$ cat src/rtl/abnormal_solver.sv
// abnormal_solver: recovers the checker input that maps to a given target word,
// in = ((tgt ^ MASK) - ADDEND) mod 2^WIDTH, one DIGIT-bit slice per cycle, LSB first.
// Optional macro ABNORMAL_SOLVER_SELFCHECK_EN adds a forward re-check of every
// digit; without it self_check_err is tied low.
module abnormal_solver #(
    parameter int               WIDTH  = 256,
    parameter int               DIGIT  = 16,
    parameter int               NDIG   = 16,
    parameter logic [WIDTH-1:0] ADDEND = WIDTH'(1),
    parameter logic [WIDTH-1:0] MASK   = '0
) (
    input  logic             clk,
    input  logic             rst,
    input  logic             in_valid,
    output logic             in_ready,
    input  logic [WIDTH-1:0] tgt_data,
    output logic             out_valid,
    input  logic             out_ready,
    output logic [WIDTH-1:0] sol_data,
    output logic             busy,
    output logic             self_check_err
);

    localparam int CW = (NDIG > 1) ? $clog2(NDIG) : 1;
    localparam logic [CW-1:0] LAST_DIG = CW'(NDIG - 1);

    typedef enum logic [1:0] {
        IDLE = 2'd0,
        RUN  = 2'd1,
        DONE = 2'd2
    } state_t;

    state_t            r_state;
    state_t            w_state_next;
    logic [WIDTH-1:0]  r_x;
    logic [WIDTH-1:0]  r_sol;
    logic [CW-1:0]     r_cnt;
    logic              r_borrow;

    logic [DIGIT-1:0]  w_x_dig   [NDIG];
    logic [DIGIT-1:0]  w_add_dig [NDIG];
    logic [DIGIT-1:0]  w_x_cur;
    logic [DIGIT-1:0]  w_add_cur;
    logic [DIGIT:0]    w_d;
    logic              w_accept;

    // Split the latched word and the addend constant into per-digit slices
    genvar gi;
    generate
        for (gi = 0; gi < NDIG; gi++) begin : g_dig
            assign w_x_dig[gi]   = r_x[gi*DIGIT +: DIGIT];
            assign w_add_dig[gi] = ADDEND[gi*DIGIT +: DIGIT];
        end
    endgenerate

    assign w_x_cur   = w_x_dig[r_cnt];
    assign w_add_cur = w_add_dig[r_cnt];
    assign w_accept  = in_valid && (r_state == IDLE);

    // One digit of the ripple subtraction; the top bit is the borrow out
    assign w_d = {1'b0, w_x_cur} - {1'b0, w_add_cur} - {{DIGIT{1'b0}}, r_borrow};

    // State register
    always_ff @(posedge clk) begin
        if (rst) r_state <= IDLE;
        else     r_state <= w_state_next;
    end

    // Next-state and handshake outputs
    always_comb begin
        w_state_next = r_state;
        in_ready     = 1'b0;
        out_valid    = 1'b0;
        busy         = 1'b0;
        case (r_state)
            IDLE: begin
                in_ready = 1'b1;
                if (in_valid) w_state_next = RUN;
            end
            RUN: begin
                busy = 1'b1;
                if (r_cnt == LAST_DIG) w_state_next = DONE;
            end
            DONE: begin
                busy      = 1'b1;
                out_valid = 1'b1;
                if (out_ready) w_state_next = IDLE;
            end
            default: w_state_next = IDLE;
        endcase
    end

    // Datapath: latch the unmasked target, then write one result digit per RUN cycle
    always_ff @(posedge clk) begin
        if (rst) begin
            r_x      <= '0;
            r_sol    <= '0;
            r_cnt    <= '0;
            r_borrow <= 1'b0;
        end else if (w_accept) begin
            r_x      <= tgt_data ^ MASK;
            r_cnt    <= '0;
            r_borrow <= 1'b0;
        end else if (r_state == RUN) begin
            r_sol[r_cnt*DIGIT +: DIGIT] <= w_d[DIGIT-1:0];
            r_borrow                    <= w_d[DIGIT];
            r_cnt                       <= r_cnt + 1'b1;
        end
    end

    assign sol_data = r_sol;

`ifdef ABNORMAL_SOLVER_SELFCHECK_EN
    logic [DIGIT-1:0] w_mask_dig [NDIG];
    logic [DIGIT-1:0] w_mask_cur;
    logic [DIGIT:0]   w_f;
    logic             r_carry;
    logic             r_err;

    generate
        for (gi = 0; gi < NDIG; gi++) begin : g_mask
            assign w_mask_dig[gi] = MASK[gi*DIGIT +: DIGIT];
        end
    endgenerate

    assign w_mask_cur = w_mask_dig[r_cnt];
    // Forward digit rebuilt from the fresh result digit with its own carry chain
    assign w_f = {1'b0, w_d[DIGIT-1:0]} + {1'b0, w_add_cur} + {{DIGIT{1'b0}}, r_carry};

    // Sticky mismatch flag; the target digit is x ^ MASK of the latched word
    always_ff @(posedge clk) begin
        if (rst) begin
            r_carry <= 1'b0;
            r_err   <= 1'b0;
        end else if (w_accept) begin
            r_carry <= 1'b0;
            r_err   <= 1'b0;
        end else if (r_state == RUN) begin
            r_carry <= w_f[DIGIT];
            if ((w_f[DIGIT-1:0] ^ w_mask_cur) != (w_x_cur ^ w_mask_cur))
                r_err <= 1'b1;
        end
    end

    assign self_check_err = r_err && (r_state == DONE);
`else
    assign self_check_err = 1'b0;
`endif

endmodule

$ cat config.mk
export PLATFORM = sky130hd
export DESIGN_NAME = abnormal_solver
export DESIGN_NICKNAME = d
export VERILOG_FILES = /design/src/rtl/abnormal_solver.sv
export SDC_FILE = /design/constraint.sdc
export NUM_CORES = 1
export LEC_CHECK = 0
export ABC_CLOCK_PERIOD_IN_PS = 6300
export BUFFER_PORTS_ARGS = -buffer_cell sky130_fd_sc_hd__buf_2
export CORE_MARGIN = 2
export CORE_UTILIZATION = 48
export DETAILED_ROUTE_END_ITERATION = 8
export GPL_TIMING_DRIVEN = 0
export HOLD_SLACK_MARGIN = 0.05
export PLACE_DENSITY = 0.83
export SYNTH_ARGS = -nofsm -noshare
export SYNTH_HDL_FRONTEND = slang
export SYNTH_SLANG_ARGS = --single-unit
$ cat constraint.sdc
create_clock -name clk -period 6.3 [get_ports clk]
set_input_delay 1.26 -clock clk [delete_from_list [all_inputs] [get_ports clk]]
set_output_delay 1.26 -clock clk [all_outputs]
set_load 0.05 [all_outputs]
==> results.md <==
Clocking:
- The clock drives 519 sinks.
- Clock tree synthesis inserted a total of 52 buffers.
- Buffers inserted to repair hold after CTS numbered 0.
- In this run, post-CTS repair resized a total of 2 instances.
- The number of levels in the clock H-tree is 2.
- The later pin in the worst-skew pair is clocked with a latency of 0.61 ns.
- The number of buffers on the longest clock path is 3.
- The clock tree root driver cell is sky130_fd_sc_hd__clkbuf_16.
- TritonCTS built the clock tree.
- The post-CTS repair timing setup buffer count is 0.
- After clock tree synthesis, the clock-pin slew on the worst setup and hold paths is 0.06 ns.

Routing:
- For this run, design rule violations remaining after detail routing come to 0.
- In the routed layout, each cell is associated on average with a via count of 5.797.
- The detailed router's first-iteration violation count is 2,214.
- Once detail routing completed, the nets flagged for antenna violations numbered 0.
- The total iterations of the first detailed-routing run is 6.
- The final layout contains routed wiring with a total length of 81.88 mm.
- The count of vias placed by the detailed router is 20,347.
- The wire length per cell after detailed routing is 23.33 um.

Logic synthesis:
- After synthesis, the largest family of logic cells by area is simple AND/OR/NAND/NOR gates.
- The most used flip-flop cell after synthesis is sky130_fd_sc_hd__dfxtp_1.
- The share of the synthesized area in the top cell type is 50.62%.
- The register area share after synthesis is 50.62%.
- The mean cell area of the mapped netlist is 8.687 um^2.
- The synthesized design spends more area on one cell type than any other, namely sky130_fd_sc_hd__dfxtp_1.
- By area the synthesized netlist is led by sky130_fd_sc_hd__dfxtp_1 51%, sky130_fd_sc_hd__nand2_1 12%, sky130_fd_sc_hd__a21oi_1 8.1%.
- The post-synthesis cell area is 20,530 um^2.
- The share of synthesized area spent on multiplexers is 8.156%.
- Yosys printed 0 warnings.
- After synthesis, the most frequently instantiated cells are 656 x sky130_fd_sc_hd__nand2_1, 519 x sky130_fd_sc_hd__dfxtp_1, 334 x sky130_fd_sc_hd__a21oi_1.
- The synthesized netlist devotes 0.6461% of its cell area to adder and majority cells.
- The synthesized netlist devotes 0.7558% of its cell area to XOR and XNOR gates.
- Counting flops with an async set or reset pin after synthesis yields a share of 0%.
- Yosys mapped a number of flops with a built-in enable equal to 0.
- The number of nets handed over by synthesis was 2,633.
- After synthesis the netlist holds a flip-flop and latch count of 519.
- The share of the synthesized area in compound gates (AO/OA/AOI/OAI) is 16.45%.
- The count of distinct cell types in the synthesized netlist is 55.
- Yosys instantiated no cell more often than sky130_fd_sc_hd__nand2_1.
- After Yosys synthesis, and, or, nand and nor cells account for 19.02% of the synthesized area.
- The cell count after synthesis came out at 2,363.

Floorplanning:
- The die boundary width is 210.8 um.
- The die covers 44,430 um^2.
- The area of the core is 42,040 um^2.
- The initial core utilization is 48.83%.
- In this run the vertical extent of the chip is 210.8 um.
- After floorplanning, the core was divided into 75 placement rows.
- The number of placed I/O pins is 520.

Timing:
- The final period utilization is 94.01%.
- The minimum hold slack is 0.4530 ns.
- The worst path setup slack after routing is 0.3773 ns.
- The max-slew violation count is 0.
- Measured against its own limit, the worst slew margin works out to 7.997%.
- The number of endpoints with negative hold slack in the final report is 0.
- The count of final setup violators is 0.
- The post-layout minimum cycle time is 5.923 ns.
- The highest attainable clock frequency is 0.1688 GHz.
- For the final database, setup skew stands at 0.02061 ns.
- The transition time at the pin with the least slew margin is 1.370 ns.
- Setup repair after global routing left no endpoint under its margin.

Global routing:
- The first global-routing pass estimated 119.0 mm of wire.
- Entering global routing, the biggest net connects 14 pins.
- The total overflow reported by the global router is 0.
- The number of antenna violations at the first check in global routing is 0.
- The global-route usage over all layers is 35.90%.
- The number of global-route vias before repair is 19,671.

Finish:
- The total of fill cells in the finished design is 3,605.
- Once layout is complete, the cells apart from fillers number 3,510.
- The final core utilization is 60.56%.
- The number of nets in the layout is 3,204.
- In the final layout, flip-flops and latches occupy 10,390 um^2.
- Relative to the synthesized area, the layout overhead comes to 24.03%.
- Cells with a size suffix above 1 make up 24.84% of the layout.
- The number of antenna repair diodes is 0.
- The final design instance area without fill is 25,460 um^2.
- The area occupied by multi-input gates is 9288 um^2.

Critical path:
- The kind of critical path is flip-flop to flip-flop.
- The slowest library cell on the worst path is sky130_fd_sc_hd__clkbuf_1.
- The kind of end point of the critical path is a flip-flop.
- Along the worst path, the maximum fanout reaches 10.
- For the worst setup path, the data required time is 6.73 ns.
- STA puts the critical path data arrival time at 6.35 ns.
- The kind of cell with the highest combined delay along the critical path is buffers and inverters.
- Counting both buffers and inverters, the worst setup path holds a total of 6.
- The critical path goes through buf_6 > buf_6 > buf_4 > buf_2 > mux4_2 > mux4_2 > inv_1 > fa_1 > nand2_1 > a211o_1 > a211oi_2 > nand3_1 > xor2_2 > clkbuf_1 > a211oi_1.
- The critical path launch point type is a flip-flop.
- On the worst path, the slowest cell contributes a delay of 0.64 ns.

Placement:
- At the end of routability-driven placement, the weighted congestion stood at 0.9822.
- The cell total after placement is 3,420.
- The cell area after placement is 23,810 um^2.
- The quantity of I/O buffers inserted on ports is 517.
- Timing analysis after detailed placement gives a worst setup slack of -0.008956 ns.
- The final HPWL from detailed placement is 62.73 mm.

Job:
- Max-cap violations in this run came to 0.

Run status:
- The flow ran to the end, and the final reports show no timing, DRC or antenna violations.

Hold path:
- The type of the worst min-delay path is flip-flop to flip-flop.

Power and ir drop:
- Summed over all cells, the static leakage comes to 0.01010 uW.
- The worst-case IR drop observed on VDD is 0.2073 mV.
- The power per standard cell area is 409.3 nW/um^2.
==> worst min-delay path, delay by kind of cell, from the launching register on <==
kind | cells | cell delay, ns
flops | 1 | 0.31
compound gates | 1 | 0.05
simple gates | 1 | 0.05
==> layout by cell type, fill, tap and decap left out, types with 7 or more instances in the layout <==
cell type,n
sky130_fd_sc_hd__nand2_1,656
sky130_fd_sc_hd__buf_2,530
sky130_fd_sc_hd__dfxtp_1,519
sky130_fd_sc_hd__a21oi_1,334
sky130_fd_sc_hd__nor2_1,214
sky130_fd_sc_hd__clkbuf_1,185
sky130_fd_sc_hd__a211oi_1,132
sky130_fd_sc_hd__mux4_2,62
sky130_fd_sc_hd__clkbuf_16,53
sky130_fd_sc_hd__nand3_1,31
sky130_fd_sc_hd__a211oi_2,31
sky130_fd_sc_hd__mux2i_1,24
sky130_fd_sc_hd__a22oi_1,22
sky130_fd_sc_hd__nor3_1,13
sky130_fd_sc_hd__nand4_1,13
sky130_fd_sc_hd__nor2b_1,11
sky130_fd_sc_hd__clkinv_2,11
sky130_fd_sc_hd__clkbuf_8,10
sky130_fd_sc_hd__o21ai_0,9
sky130_fd_sc_hd__ha_1,9
sky130_fd_sc_hd__buf_6,8
sky130_fd_sc_hd__inv_1,8
sky130_fd_sc_hd__xnor2_1,8
sky130_fd_sc_hd__or2_2,7
==> stage by stage <==
stage	power, uW	TNS (ns)
final	10420	0
after global routing	10740	0
after CTS	10330	0
after detailed placement	7364	-0.01093
after global placement	7288	0
after floorplan	5953	0
==> final timing paths <==
path,startpoint,to,slack [ns],cells past startpoint
hold / removal,r_x[43],r_x[43],0.45,2
setup / recovery,r_cnt[0],sol_data[91],0.38,15
setup reg to reg,r_cnt[0],sol_data[91],0.38,15
hold reg to reg,r_x[43],r_x[43],0.45,2
==> cell families (layout without fill, tap and decap cells) <==
logic type / count (synthesis) / after routing
XOR/XNOR: 16 / 16
adder cells (fa/ha/maj): 10 / 10
multiplexers: 88 / 88
flip-flops: 519 / 519
other: 1 / 1
AND/OR/NAND/NOR: 973 / 973
buffers and inverters: 213 / 821
AO/OA/AOI/OAI: 543 / 543
==> power by group <==
group,switching [uW],internal [uW]
Clock,1310,1700
Sequential,205,3620
Combinational,2640,950
==> state kept, by name, summed over array words and instances, names as in the netlist <==
signal	count
r_x	256
r_borrow	1
sol_data	256
r_cnt	4
r_state	2
==> routing by layer <==
| metal | vias to the layer above | track usage [%] | part of all wire [%] |
|---|---|---|---|
| met5 | - | 0 | 0 |
| met3 | 237 | 6.988 | 9.0 |
| met4 | 0 | 18.75 | 5.5 |
| met2 | 1252 | 61.64 | 48 |
| met1 | 9658 | 42.74 | 37 |
| li1 | 9200 | - | - |
==> area by class of cell <==
cell class / count / share of cell area [%]
Buffer: 201 / 3.322
Clock buffer: 75 / 5.927
Clock inverter: 16 / 0.4619
Inverter: 11 / 0.1622
Multi-Input combinational cell: 1631 / 36.48
Sequential cell: 519 / 40.81
Tap cell: 539 / 2.649
Timing Repair Buffer: 518 / 10.19
(Power assumes the default switching activity.)
